`config.mk`:
```
export PLATFORM = sky130hd
export DESIGN_NAME = demux_4_buf_flat
export DESIGN_NICKNAME = d
export VERILOG_FILES = /design/src/rtl/demux_4_buf_pkg.sv /design/src/rtl/demux_4_buf_if.sv /design/src/rtl/demux_4_buf_sync_fifo.sv /design/src/rtl/demux_4_buf.sv /design/src/flat_wrapper.sv
export SDC_FILE = /design/constraint.sdc
export NUM_CORES = 1
export LEC_CHECK = 0
export BUFFER_PORTS_ARGS = -buffer_cell sky130_fd_sc_hd__buf_2
export CAP_MARGIN = 0
export CELL_PAD_IN_SITES_DETAIL_PLACEMENT = 1
export CELL_PAD_IN_SITES_GLOBAL_PLACEMENT = 1
export CORE_UTILIZATION = 40
export CTS_BUF_LIST = sky130_fd_sc_hd__clkbuf_4 sky130_fd_sc_hd__clkbuf_8
export DETAILED_ROUTE_END_ITERATION = 6
export GPL_TIMING_DRIVEN = 0
export PLACE_DENSITY_LB_ADDON = 0.05
export SLEW_MARGIN = 10
export SYNTH_ARGS = -nofsm -noshare
export SYNTH_HDL_FRONTEND = slang
export SYNTH_HIERARCHICAL = 1
export SYNTH_SLANG_ARGS = --single-unit
```
`constraint.sdc`:
```
create_clock -name clk -period 4.26 [get_ports clk]
set_input_delay 1.278 -clock clk [delete_from_list [all_inputs] [get_ports clk]]
set_output_delay 1.278 -clock clk [all_outputs]
set_load 0.005 [all_outputs]
```
`src/rtl/demux_4_buf_pkg.sv`:
```
// demux_4_buf_pkg: destination indices and one-hot helper shared by the demux and its bench.
package demux_4_buf_pkg;
  localparam logic [1:0] DEST_REG   = 2'd0;
  localparam logic [1:0] DEST_STACK = 2'd1;
  localparam logic [1:0] DEST_MEM   = 2'd2;
  localparam logic [1:0] DEST_PC    = 2'd3;
  function automatic logic [3:0] onehot4(input logic [1:0] s);
    return 4'b0001 << s;
  endfunction
endpackage

```
`src/rtl/demux_4_buf_if.sv`:
```
// demux_4_buf_if: producer handshake, four consumer handshakes and status of the buffered demux.
interface demux_4_buf_if #(
  parameter int WIDTH = 32,
  parameter int DEPTH = 2
);
  localparam int CW = $clog2(DEPTH) + 1;
  logic             flush;
  logic             in_valid;
  logic             in_ready;
  logic [1:0]       in_sel;
  logic [WIDTH-1:0] in_data;
  logic [3:0]       out_valid;
  logic [3:0]       out_ready;
  logic [WIDTH-1:0] out0_data;
  logic [WIDTH-1:0] out1_data;
  logic [WIDTH-1:0] out2_data;
  logic [WIDTH-1:0] out3_data;
  logic [CW-1:0]    count;
  logic             busy;
  modport master (
    output flush, in_valid, in_sel, in_data, out_ready,
    input  in_ready, out_valid, out0_data, out1_data, out2_data, out3_data, count, busy
  );
  modport slave (
    input  flush, in_valid, in_sel, in_data, out_ready,
    output in_ready, out_valid, out0_data, out1_data, out2_data, out3_data, count, busy
  );
endinterface

```
`src/rtl/demux_4_buf_sync_fifo.sv`:
```
// sync_fifo: single-clock FIFO with flush; push ignored when full, pop ignored when empty.
module sync_fifo #(
  parameter int WIDTH = 34,
  parameter int DEPTH = 2,
  localparam int AW = $clog2(DEPTH),
  localparam int CW = AW + 1
) (
  input  logic             clk,
  input  logic             rst,
  input  logic             flush_i,
  input  logic             push_i,
  input  logic             pop_i,
  input  logic [WIDTH-1:0] wdata_i,
  output logic [WIDTH-1:0] rdata_o,
  output logic             full_o,
  output logic             empty_o,
  output logic [CW-1:0]    count_o
);
  logic [WIDTH-1:0] mem_q [DEPTH];
  logic [AW-1:0]    wr_q, wr_d, rd_q, rd_d;
  logic [CW-1:0]    cnt_q, cnt_d;
  logic             do_push, do_pop;
  assign full_o  = cnt_q == CW'(DEPTH);
  assign empty_o = cnt_q == '0;
  assign count_o = cnt_q;
  assign rdata_o = mem_q[rd_q];
  assign do_push = push_i && !full_o && !flush_i;
  assign do_pop  = pop_i && !empty_o && !flush_i;
  // Pointers wrap naturally because DEPTH is a power of two.
  always_comb begin
    wr_d  = flush_i ? '0 : wr_q + AW'(do_push);
    rd_d  = flush_i ? '0 : rd_q + AW'(do_pop);
    cnt_d = flush_i ? '0 : cnt_q + CW'(do_push) - CW'(do_pop);
  end
  always_ff @(posedge clk) begin
    if (rst) begin
      wr_q  <= '0;
      rd_q  <= '0;
      cnt_q <= '0;
    end else begin
      wr_q  <= wr_d;
      rd_q  <= rd_d;
      cnt_q <= cnt_d;
    end
  end
  always_ff @(posedge clk) begin
    if (do_push) mem_q[wr_q] <= wdata_i;
  end
endmodule

```
`src/rtl/demux_4_buf.sv`:
```
// demux_4_buf: buffers {sel, data} words and steers the FIFO head to one of four ports.
module demux_4_buf
  import demux_4_buf_pkg::*;
#(
  parameter int WIDTH = 32,
  parameter int DEPTH = 2
) (
  input  logic           clk,
  input  logic           rst,
  demux_4_buf_if.slave   bus
);
  logic [WIDTH+1:0] head;
  logic [1:0]       head_sel;
  logic [WIDTH-1:0] head_data;
  logic             full, empty, pop;
  assign {head_sel, head_data} = head;
  // Only the addressed consumer's ready can retire the head; others are ignored.
  assign pop           = |(bus.out_valid & bus.out_ready);
  assign bus.in_ready  = !full;
  assign bus.busy      = !empty;
  assign bus.out_valid = empty ? 4'b0000 : onehot4(head_sel);
  assign bus.out0_data = bus.out_valid[0] ? head_data : '0;
  assign bus.out1_data = bus.out_valid[1] ? head_data : '0;
  assign bus.out2_data = bus.out_valid[2] ? head_data : '0;
  assign bus.out3_data = bus.out_valid[3] ? head_data : '0;
  sync_fifo #(.WIDTH(WIDTH + 2), .DEPTH(DEPTH)) u_fifo (
    .clk     (clk),
    .rst     (rst),
    .flush_i (bus.flush),
    .push_i  (bus.in_valid),
    .pop_i   (pop),
    .wdata_i ({bus.in_sel, bus.in_data}),
    .rdata_o (head),
    .full_o  (full),
    .empty_o (empty),
    .count_o (bus.count)
  );
endmodule

```
`src/flat_wrapper.sv`:
```
// flat-port wrapper written by rule: the top's interface ports become plain ports
module demux_4_buf_flat import demux_4_buf_pkg::*;
#(
  parameter int WIDTH = 32,
  parameter int DEPTH = 2
)
  (clk, rst, bus_flush, bus_in_valid, bus_in_sel, bus_in_data, bus_out_ready, bus_in_ready, bus_out_valid, bus_out0_data, bus_out1_data, bus_out2_data, bus_out3_data, bus_count, bus_busy);
  demux_4_buf_if #(.WIDTH(WIDTH), .DEPTH(DEPTH)) bus_i ();
  input  logic clk;
  input  logic rst;
  input wire logic [$bits(bus_i.flush)-1:0] bus_flush;
  input wire logic [$bits(bus_i.in_valid)-1:0] bus_in_valid;
  input wire logic [$bits(bus_i.in_sel)-1:0] bus_in_sel;
  input wire logic [$bits(bus_i.in_data)-1:0] bus_in_data;
  input wire logic [$bits(bus_i.out_ready)-1:0] bus_out_ready;
  output wire logic [$bits(bus_i.in_ready)-1:0] bus_in_ready;
  output wire logic [$bits(bus_i.out_valid)-1:0] bus_out_valid;
  output wire logic [$bits(bus_i.out0_data)-1:0] bus_out0_data;
  output wire logic [$bits(bus_i.out1_data)-1:0] bus_out1_data;
  output wire logic [$bits(bus_i.out2_data)-1:0] bus_out2_data;
  output wire logic [$bits(bus_i.out3_data)-1:0] bus_out3_data;
  output wire logic [$bits(bus_i.count)-1:0] bus_count;
  output wire logic [$bits(bus_i.busy)-1:0] bus_busy;
  assign bus_i.flush = bus_flush;
  assign bus_i.in_valid = bus_in_valid;
  assign bus_i.in_sel = bus_in_sel;
  assign bus_i.in_data = bus_in_data;
  assign bus_i.out_ready = bus_out_ready;
  assign bus_in_ready = bus_i.in_ready;
  assign bus_out_valid = bus_i.out_valid;
  assign bus_out0_data = bus_i.out0_data;
  assign bus_out1_data = bus_i.out1_data;
  assign bus_out2_data = bus_i.out2_data;
  assign bus_out3_data = bus_i.out3_data;
  assign bus_count = bus_i.count;
  assign bus_busy = bus_i.busy;
  demux_4_buf #(.WIDTH(WIDTH), .DEPTH(DEPTH)) u_core (.clk(clk), .rst(rst), .bus(bus_i));
endmodule
```
==> run_results.csv, run 1 <==
group,metric,value,unit
logic_synthesis,ys_seq_elements,72,
critical_path,path_cells,"buf_6 > buf_6 > mux2_4 > nor3_2 > clkbuf_1 > and2_1 > buf_2",
final_layout,drive_above_1_share,0.525,
power_and_ir_drop,power.leakage,2.49,nW
critical_path,crit_fanout,10,
logic_synthesis,ys_types,22,
power_and_ir_drop,powerDensity,305,mW/mm2
timing,tightest_slew,0.498,ns
min_path,hold_path_class,"register to register",
final_layout,seq_area,0.00212,mm2
timing,period_needed,3.76,ns
floorplan,dieArea,0.00980,mm2
critical_path,max_stage_delay,0.42,ns
status,status,"complete, no violations",
grt,grt_max_degree,33,
logic_synthesis,yosys-top-cells-count,"and2_1 (129), edfxtp_1 (68), mux2_4 (30)",
final_layout,n_antenna_cell,0,
placed_design,io_buffers,176,
grt,antenna_found_initial,0,
final_layout,multiInputGateArea,0.00153,mm2
detailed_routing,drc_errors,0,
min_path,holdPathStages,3,
detailed_routing,wl,9340,um
critical_path,critPathLaunch,"u_core/u_fifo/rd_q$_SDFF_PP0_",
critical_path,r2r-end,"u_core/u_fifo/count_o[1]$_SDFF_PP0_",
timing,finalMaxSlewViolations,0,
clock_tree,root_buffer,"clkbuf_8",
final_layout,areaGrowthSynthToFinish,34.8,%
critical_path,r2r_start,"u_core/u_fifo/rd_q$_SDFF_PP0_",
timing,hold_viol,0,
clock_tree,clkTransAtPathRegs,0.08,ns
clock_tree,numCtsBuffers,9,
detailed_routing,vias,2780,
power_and_ir_drop,irDropWorstVdd,0.182,mV
detailed_routing,ant_nets,0,
critical_path,worst_path_max_delay_cell,"clkbuf_1",
critical_path,path_depth,7,
grt,grt-ovfl-total,0,
logic_synthesis,synth_edf_count,68,
detailed_routing,via_per_inst,4.77,
placed_design,dp_cells,567,
critical_path,end_kind,"output port",
critical_path,arrival,2.48,ns
timing,max_freq,266,MHz
logic_synthesis,synth_top_area_share,0.542,
critical_path,crit_type,"register to output port",
job,maxCapViolCount,0,
final_layout,nNetsFinal,513,
critical_path,rr_worst_depth,12,
logic_synthesis,synthArstFlopShare,0,
logic_synthesis,yosysWarnings,6,
logic_synthesis,netlist_top_cells_area,"edfxtp_1 (54%), and2_1 (21%), mux2_4 (12%)",
clock_tree,post_cts_buffers,0,
timing,maxSlewHeadroom,0.668,
critical_path,cp-endpoint,"bus_out0_data[15]",
timing,skew,0.00531,ns
detailed_routing,firstDrtPassIters,6,
detailed_routing,drt_iter0_markers,77,
logic_synthesis,synth_ff_type,"edfxtp_1",
clock_tree,ctsHoldBuffers,0,
floorplan,dieWidth,99.0,um
timing,setup_tns,0,ns
critical_path,path_delay_family,"buffers and inverters",
critical_path,rrSetupSlack,1.59,ns
clock_tree,cts_tree,"done",
timing,setup_ws,0.499,ns
final_layout,final_design_area_no_fill,0.00507,mm2
logic_synthesis,postSynthAreaPerCell,13.5,um2
timing,setup_violations,0,
placed_design,place_ws,0.829,ns
critical_path,crit_buf_inv,4,
placed_design,placed_cell_area,0.00483,mm2
logic_synthesis,synth_nets,324,
clock_tree,cts.sinks,72,
grt,globalRouteTotalUtil,0.195,
timing,rsz0062_at_grt,"false",
logic_synthesis,yosysSeqAreaShare,0.564,
critical_path,start_kind,"register",
clock_tree,insertion_delay,0.34,ns
grt,grt_pass1_wl,14200,um
power_and_ir_drop,p_total,1.55,mW
clock_tree,cts_resized,0,
placed_design,place.gp.congestion,0.700,
grt,grt_pass1_vias,2761,
floorplan,start_util,0.409,
logic_synthesis,synth_cells,278,
critical_path,critPathRequiredTime,2.98,ns
logic_synthesis,netlist_area,0.00376,mm2
clock_tree,cts_buffer_depth,2,
placed_design,dp_hpwl,6890,um
logic_synthesis,synth.most_common_cell,"and2_1",
clock_tree,htree_num_levels,3,
detailed_routing,wl_per_cell,16.0,um
floorplan,boundaryPins,178,
final_layout,fill_cells,1011,
floorplan,die-height,99.0,um
critical_path,crit_top_cell,"buf_6",
floorplan,std_cell_rows,35,
timing,fin_crit_sh,0.883,
logic_synthesis,yosysTopAreaCell,"edfxtp_1",
floorplan,core-area,0.00920,mm2
final_layout,stdcell_count,583,
[area by class of cell]
type,count,share of cell area
clock inverter,7,0.0237
sequential,72,0.418
multi-input combinational,185,0.301
tap,111,0.0274
timing repair buffer,178,0.182
inverter,4,0.00296
clock buffer,9,0.0244
buffer,17,0.0207
[cells in the final DEF, fill, tap and decap left out, drive strengths merged]
cell,count
mux2,35
ha,4
buf,190
edfxtp,68
inv,4
o21ai,1
nor2b,1
nor3,4
mux4,1
bufinv,3
clkinv,4
nor3b,5
xnor3,1
nor2,2
or3b,1
and3b,1
and2,129
clkbuf,14
dfxtp,4
[metrics by stage]
stage,utilization,hold slack [ns]
after floorplan,-,0.538
after global placement,0.520,0.548
after detailed placement,0.525,0.592
after CTS,0.552,0.605
after global routing,0.552,0.627
final,0.552,0.599
[worst register-to-register path, cell delays in order, from the launching register on]
cell     delay (ns)
dfxtp_1        0.33
buf_6          0.16
buf_6          0.20
mux2_4         0.35
mux4_2         0.43
and2_1         0.17
o21ai_0        0.11
nor2_1         0.07
ha_1           0.27
inv_1          0.06
ha_1           0.15
xnor3_1        0.22
nor3_2         0.10
[power by group]
part	switching, mW	internal (mW)	leakage [nW]	total [mW]
clock	0.262	0.390	0.121	0.652
combinational	0.0476	0.0504	1.71	0.0980
sequential	0.00490	0.795	0.657	0.800
total	0.315	1.23	2.49	1.55
[metal layers]
metal | wire, um | GRT usage | up-vias
li1 | - | - | 1324
met1 | 3720 | 0.216 | 1325
met2 | 4940 | 0.363 | 121
met3 | 546 | 0.0390 | 10
met4 | 127 | 0.0758 | 0
met5 | 0 | 0 | -
[registers in the layout, indices dropped and copies added, names as in the netlist]
signal,cells
u_core/u_fifo/wr_q,1
u_core/u_fifo/count_o,2
u_core/u_fifo/rd_q,1
u_core/u_fifo/mem_q,68
[worst min path at each step]
stage,slack (ns),start,endpoint
CTS,0.60,u_core/u_fifo/wr_q$_SDFF_PP0_,u_core/u_fifo/wr_q$_SDFF_PP0_
finish,0.60,u_core/u_fifo/wr_q$_SDFF_PP0_,u_core/u_fifo/wr_q$_SDFF_PP0_
global route,0.63,u_core/u_fifo/wr_q$_SDFF_PP0_,u_core/u_fifo/wr_q$_SDFF_PP0_
global placement,0.55,u_core/u_fifo/wr_q$_SDFF_PP0_,u_core/u_fifo/wr_q$_SDFF_PP0_
detailed placement,0.59,u_core/u_fifo/wr_q$_SDFF_PP0_,u_core/u_fifo/wr_q$_SDFF_PP0_
floorplan,0.54,u_core/u_fifo/wr_q$_SDFF_PP0_,u_core/u_fifo/wr_q$_SDFF_PP0_
[cell families (layout without fill, tap and decap cells)]
family          count (synthesis)  in the layout  synth area share
simple gates                  143            143             0.243
flops                          72             72             0.564
fa+ha+maj                       4              4            0.0133
compound gates                  1              1           0.00133
buf+inv                        21            215            0.0319
mux                            36             36             0.141
xor+xnor                        1              1           0.00598
No activity file was read; power rests on OpenSTA's default activity.
==> run 2, diff against run 1 <==
--- a/config.mk
+++ b/config.mk
@@ -14,6 +14,7 @@
 export DETAILED_ROUTE_END_ITERATION = 6
 export GPL_TIMING_DRIVEN = 0
 export PLACE_DENSITY_LB_ADDON = 0.05
+export RECOVER_POWER = 25
 export SLEW_MARGIN = 10
 export SYNTH_ARGS = -nofsm -noshare
 export SYNTH_HDL_FRONTEND = slang
==> run_results.csv, run 2 (synthesized netlist as in run 1, its figures left out) <==
group,metric,value,unit
status,status,"complete, no violations",
grt,grt_pass1_vias,2761,
power_and_ir_drop,clkPwrFrac,0.421,
power_and_ir_drop,powerDensity,306,mW/mm2
final_layout,utilization,0.550,
floorplan,core-area,0.00920,mm2
final_layout,largest_reg_flops,68,
timing,finalMaxSlewViolations,0,
detailed_routing,via_per_inst,4.75,
power_and_ir_drop,power_frac_comb,0.063,
timing,setup_ws,0.485,ns
placed_design,place_ws,0.829,ns
final_layout,final_cell_mix,"buf_2 (175), and2_1 (129), edfxtp_1 (68), mux2_4 (30), clkbuf_1 (14)",
power_and_ir_drop,pwr-share-seq,0.516,
grt,grt_max_degree,33,
grt,antenna_found_initial,0,
critical_path,crit_type,"register to output port",
floorplan,dieArea,0.00980,mm2
detailed_routing,wl_per_cell,16.1,um
floorplan,dieWidth,99.0,um
min_path,hold_path_class,"register to register",
timing,max_freq,265,MHz
final_layout,fill_cells,1015,
clock_tree,insertion_delay,0.34,ns
clock_tree,post_cts_buffers,0,
placed_design,placed_cell_area,0.00483,mm2
floorplan,die-height,99.0,um
timing,period_needed,3.77,ns
floorplan,boundaryPins,178,
final_layout,final_design_area_no_fill,0.00506,mm2
placed_design,dp_cells,567,
power_and_ir_drop,internal_power,1.23,mW
detailed_routing,drt_iter0_markers,78,
clock_tree,cts_tree,"done",
critical_path,rr_worst_depth,12,
critical_path,end_kind,"output port",
detailed_routing,drc_errors,0,
clock_tree,root_buffer,"clkbuf_8",
critical_path,crit_fanout,10,
detailed_routing,wl,9380,um
critical_path,start_kind,"register",
min_path,holdPathStages,3,
timing,fin_crit_sh,0.886,
grt,grt_pass1_wl,14200,um
critical_path,arrival,2.50,ns
clock_tree,numCtsBuffers,9,
placed_design,place.gp.congestion,0.700,
final_layout,n_antenna_cell,0,
placed_design,io_buffers,176,
power_and_ir_drop,power.leakage,2.46,nW
final_layout,areaGrowthSynthToFinish,34.4,%
power_and_ir_drop,irDropWorstVdd,0.182,mV
job,maxCapViolCount,0,
timing,setup_violations,0,
timing,skew,0.00629,ns
timing,setup_tns,0,ns
power_and_ir_drop,switchingPower,315,uW
timing,maxSlewHeadroom,0.659,
timing,tightest_slew,0.511,ns
detailed_routing,ant_nets,0,
final_layout,final_common_cell,"buf_2",
grt,grt-ovfl-total,0,
clock_tree,cts_buffer_depth,2,
clock_tree,ctsHoldBuffers,0,
clock_tree,cts.sinks,72,
power_and_ir_drop,p_total,1.55,mW
detailed_routing,vias,2772,
detailed_routing,firstDrtPassIters,6,
clock_tree,cts_resized,0,
floorplan,start_util,0.409,
grt,globalRouteTotalUtil,0.195,
clock_tree,htree_num_levels,3,
placed_design,dp_hpwl,6890,um
power_and_ir_drop,p_sw_frac,0.203,
timing,whs,0.599,ns
final_layout,stdcell_count,583,
final_layout,drive_above_1_share,0.504,
final_layout,max_flop_register,"u_core/u_fifo/mem_q",
floorplan,std_cell_rows,35,
clock_tree,clkTransAtPathRegs,0.08,ns
timing,hold_viol,0,
timing,rsz0062_at_grt,"false",
critical_path,critPathRequiredTime,2.98,ns
final_layout,nNetsFinal,513,
[run 2: cell types whose count changed in the layout (fill, tap and decap cells not counted)]
cell      previous run  this run
clkbuf_1             4        14
buf_2              184       175
clkbuf_2             1         0
[run 2: path summary, 6_finish.rpt]
path                                               startpoint                                  end  slack [ns]
worst max-delay path            u_core/u_fifo/rd_q$_SDFF_PP0_                    bus_out0_data[15]        0.49
worst min register to register  u_core/u_fifo/wr_q$_SDFF_PP0_        u_core/u_fifo/wr_q$_SDFF_PP0_        0.60
worst max register to register  u_core/u_fifo/rd_q$_SDFF_PP0_  u_core/u_fifo/count_o[1]$_SDFF_PP0_        1.58
worst min-delay path            u_core/u_fifo/wr_q$_SDFF_PP0_        u_core/u_fifo/wr_q$_SDFF_PP0_        0.60
[run 2: worst max-delay path, stage by stage (launching register included)]
cell and delay [ns]:
dfxtp_1 0.33, buf_6 0.16, buf_6 0.20, mux2_4 0.35
nor3_2 0.39, clkbuf_1 0.42, and2_1 0.20, buf_2 0.11
[run 2: routing by layer]
layer,part of all wire,global-route usage,vias up,wire length [um]
met1,0.40,0.216,1320,3730
met2,0.53,0.363,118,4980
li1,-,-,1325,-
met5,0,0,-,0
met3,0.060,0.0390,9,559
met4,0.012,0.0758,0,110
[run 2: final cells by class]
class | count | area (um2) | share of cell area
Buffer | 17 | 104 | 0.0205
Clock buffer | 9 | 124 | 0.0245
Clock inverter | 7 | 120 | 0.0237
Inverter | 4 | 15.0 | 0.00297
Multi-Input combinational cell | 185 | 1530 | 0.302
Sequential cell | 72 | 2120 | 0.419
Tap cell | 111 | 139 | 0.0274
Timing Repair Buffer | 178 | 910 | 0.180
[run 2: power groups by stage]
stage	sequential, mW	combinational [mW]	clock [mW]
4_1_cts	0.800	0.101	0.667
5_1_grt	0.801	0.108	0.687
6_report	0.800	0.0969	0.652
3_5_place_dp	0.816	0.100	0
3_3_place_gp	0.816	0.0920	0
2_1_floorplan	0.815	0.0500	0
==> run 3, diff against run 2 <==
--- a/config.mk
+++ b/config.mk
@@ -14,7 +14,7 @@
 export DETAILED_ROUTE_END_ITERATION = 6
 export GPL_TIMING_DRIVEN = 0
 export PLACE_DENSITY_LB_ADDON = 0.05
-export RECOVER_POWER = 25
+export RECOVER_POWER = 100
 export SLEW_MARGIN = 10
 export SYNTH_ARGS = -nofsm -noshare
 export SYNTH_HDL_FRONTEND = slang
==> run_results.csv, run 3 (synthesized netlist as in run 1, its figures left out) <==
group,metric,value,unit
status,status,"finished with violations",
status,violations,"max-capacitance violations, max-slew violations",
grt,grt-ovfl-total,0,
power_and_ir_drop,p_total,1.55,mW
critical_path,rrSetupSlack,1.34,ns
grt,antenna_found_initial,0,
critical_path,critPathRequiredTime,2.98,ns
min_path,holdPathStages,3,
clock_tree,cts_resized,0,
final_layout,final_cell_mix,"buf_2 (135), and2_1 (77), edfxtp_1 (68), clkbuf_1 (55), and2_0 (52)",
floorplan,start_util,0.409,
timing,fin_crit_sh,0.920,
critical_path,r2r-end,"u_core/u_fifo/mem_q[1][28]$_DFFE_PP_",
final_layout,final_common_cell,"buf_2",
detailed_routing,via_per_inst,4.75,
grt,globalRouteTotalUtil,0.195,
floorplan,dieWidth,99.0,um
floorplan,die-height,99.0,um
final_layout,fill_cells,1047,
critical_path,end_kind,"output port",
critical_path,arrival,2.64,ns
timing,period_needed,3.92,ns
critical_path,rr_worst_depth,4,
timing,hold_viol,0,
clock_tree,root_buffer,"clkbuf_8",
power_and_ir_drop,powerDensity,311,mW/mm2
clock_tree,insertion_delay,0.35,ns
clock_tree,clkTransAtPathRegs,0.08,ns
clock_tree,ctsHoldBuffers,0,
critical_path,start_kind,"register",
power_and_ir_drop,irDropWorstVdd,0.183,mV
placed_design,io_buffers,176,
clock_tree,htree_num_levels,3,
job,maxCapViolCount,2,
floorplan,std_cell_rows,35,
timing,tightest_slew,1.93,ns
timing,max_freq,255,MHz
timing,finalMaxSlewViolations,66,
critical_path,crit_fanout,10,
clock_tree,cts_tree,"done",
detailed_routing,drc_errors,0,
timing,whs,0.566,ns
final_layout,areaGrowthSynthToFinish,31.9,%
detailed_routing,ant_nets,0,
clock_tree,post_cts_buffers,0,
timing,maxSlewHeadroom,-0.284,
floorplan,boundaryPins,178,
placed_design,dp_hpwl,6890,um
min_path,hold_path_class,"register to register",
placed_design,place.gp.congestion,0.700,
timing,setup_tns,0,ns
detailed_routing,firstDrtPassIters,6,
critical_path,crit_top_cell,"buf_6",
critical_path,crit_type,"register to output port",
detailed_routing,drt_iter0_markers,71,
final_layout,drive_above_1_share,0.409,
final_layout,max_flop_register,"u_core/u_fifo/mem_q",
clock_tree,cts.sinks,72,
min_path,hp-start,"u_core/u_fifo/wr_q$_SDFF_PP0_",
grt,grt_pass1_vias,2761,
timing,rsz0062_at_grt,"false",
clock_tree,numCtsBuffers,9,
clock_tree,cts_buffer_depth,2,
floorplan,dieArea,0.00980,mm2
grt,grt_max_degree,33,
detailed_routing,wl,9410,um
timing,setup_violations,0,
detailed_routing,wl_per_cell,16.1,um
critical_path,max_stage_delay,0.44,ns
final_layout,nNetsFinal,513,
min_path,worstHoldEndpoint,"u_core/u_fifo/wr_q$_SDFF_PP0_",
final_layout,largest_reg_flops,68,
grt,grt_pass1_wl,14200,um
critical_path,r2r_start,"u_core/u_fifo/count_o[1]$_SDFF_PP0_",
final_layout,n_antenna_cell,0,
floorplan,core-area,0.00920,mm2
critical_path,path_cells,"buf_6 > buf_6 > mux2_1 > nor3b_2 > clkbuf_1 > and2_0 > buf_2",
power_and_ir_drop,power.leakage,2.22,nW
timing,skew,0.00567,ns
critical_path,worst_path_max_delay_cell,"nor3b_2",
detailed_routing,vias,2768,
[run 3: cell count changes in the layout (fill, tap and decap cells not counted), sizes merged]
| cell | before | now |
|---|---|---|
| buf | 181 | 139 |
| clkbuf | 23 | 65 |
[run 3: final cells by class]
class                           count  area [um2]  area share
Tap cell                          111         139      0.0280
Multi-Input combinational cell    185        1520       0.305
Timing Repair Buffer              178         837       0.169
Buffer                             17        95.1      0.0191
Sequential cell                    72        2120       0.427
Clock buffer                        9         124      0.0249
Inverter                            4        15.0     0.00302
Clock inverter                      7         120      0.0242
[run 3: per-layer routing]
layer | share of wire | global-route usage | vias up
met4 | 0.013 | 0.0758 | 0
met3 | 0.055 | 0.0390 | 10
li1 | - | - | 1323
met1 | 0.40 | 0.216 | 1323
met2 | 0.53 | 0.363 | 112
met5 | 0 | 0 | -
[run 3: report_power, final]
part	internal, mW	switching, mW	leakage (nW)
Combinational	0.0446	0.0477	1.44
Sequential	0.796	0.00483	0.657
Clock	0.390	0.264	0.121
Total	1.23	0.317	2.22
[run 3: critical path, delay by kind of cell, from the launching register on]
family        cells  cell delay, ns
simple gates      2            0.64
buf+inv           4            0.90
flops             1            0.33
mux               1            0.43
[run 3: how the worst max path moves through the flow]
stage                                   from                                   to  slack [ns]
3_5_place_dp   u_core/u_fifo/rd_q$_SDFF_PP0_                     bus_out0_data[6]        0.83
4_1_cts        u_core/u_fifo/rd_q$_SDFF_PP0_                     bus_out0_data[6]        0.44
3_3_place_gp                       bus_flush  u_core/u_fifo/mem_q[1][7]$_DFFE_PP_        0.69
6_report       u_core/u_fifo/rd_q$_SDFF_PP0_                    bus_out2_data[20]        0.34
2_1_floorplan                      bus_flush  u_core/u_fifo/mem_q[1][0]$_DFFE_PP_        1.25
5_1_grt        u_core/u_fifo/rd_q$_SDFF_PP0_                     bus_out1_data[7]        0.17
[run 3: stage by stage]
step,util,worst slack [ns],cells,area (um2)
2_1_floorplan,-,1.25,278,3760
3_3_place_gp,0.520,0.689,565,4780
3_5_place_dp,0.525,0.829,567,4830
4_1_cts,0.552,0.437,583,5070
5_1_grt,0.540,0.169,583,4970
6_report,0.540,0.341,583,4970
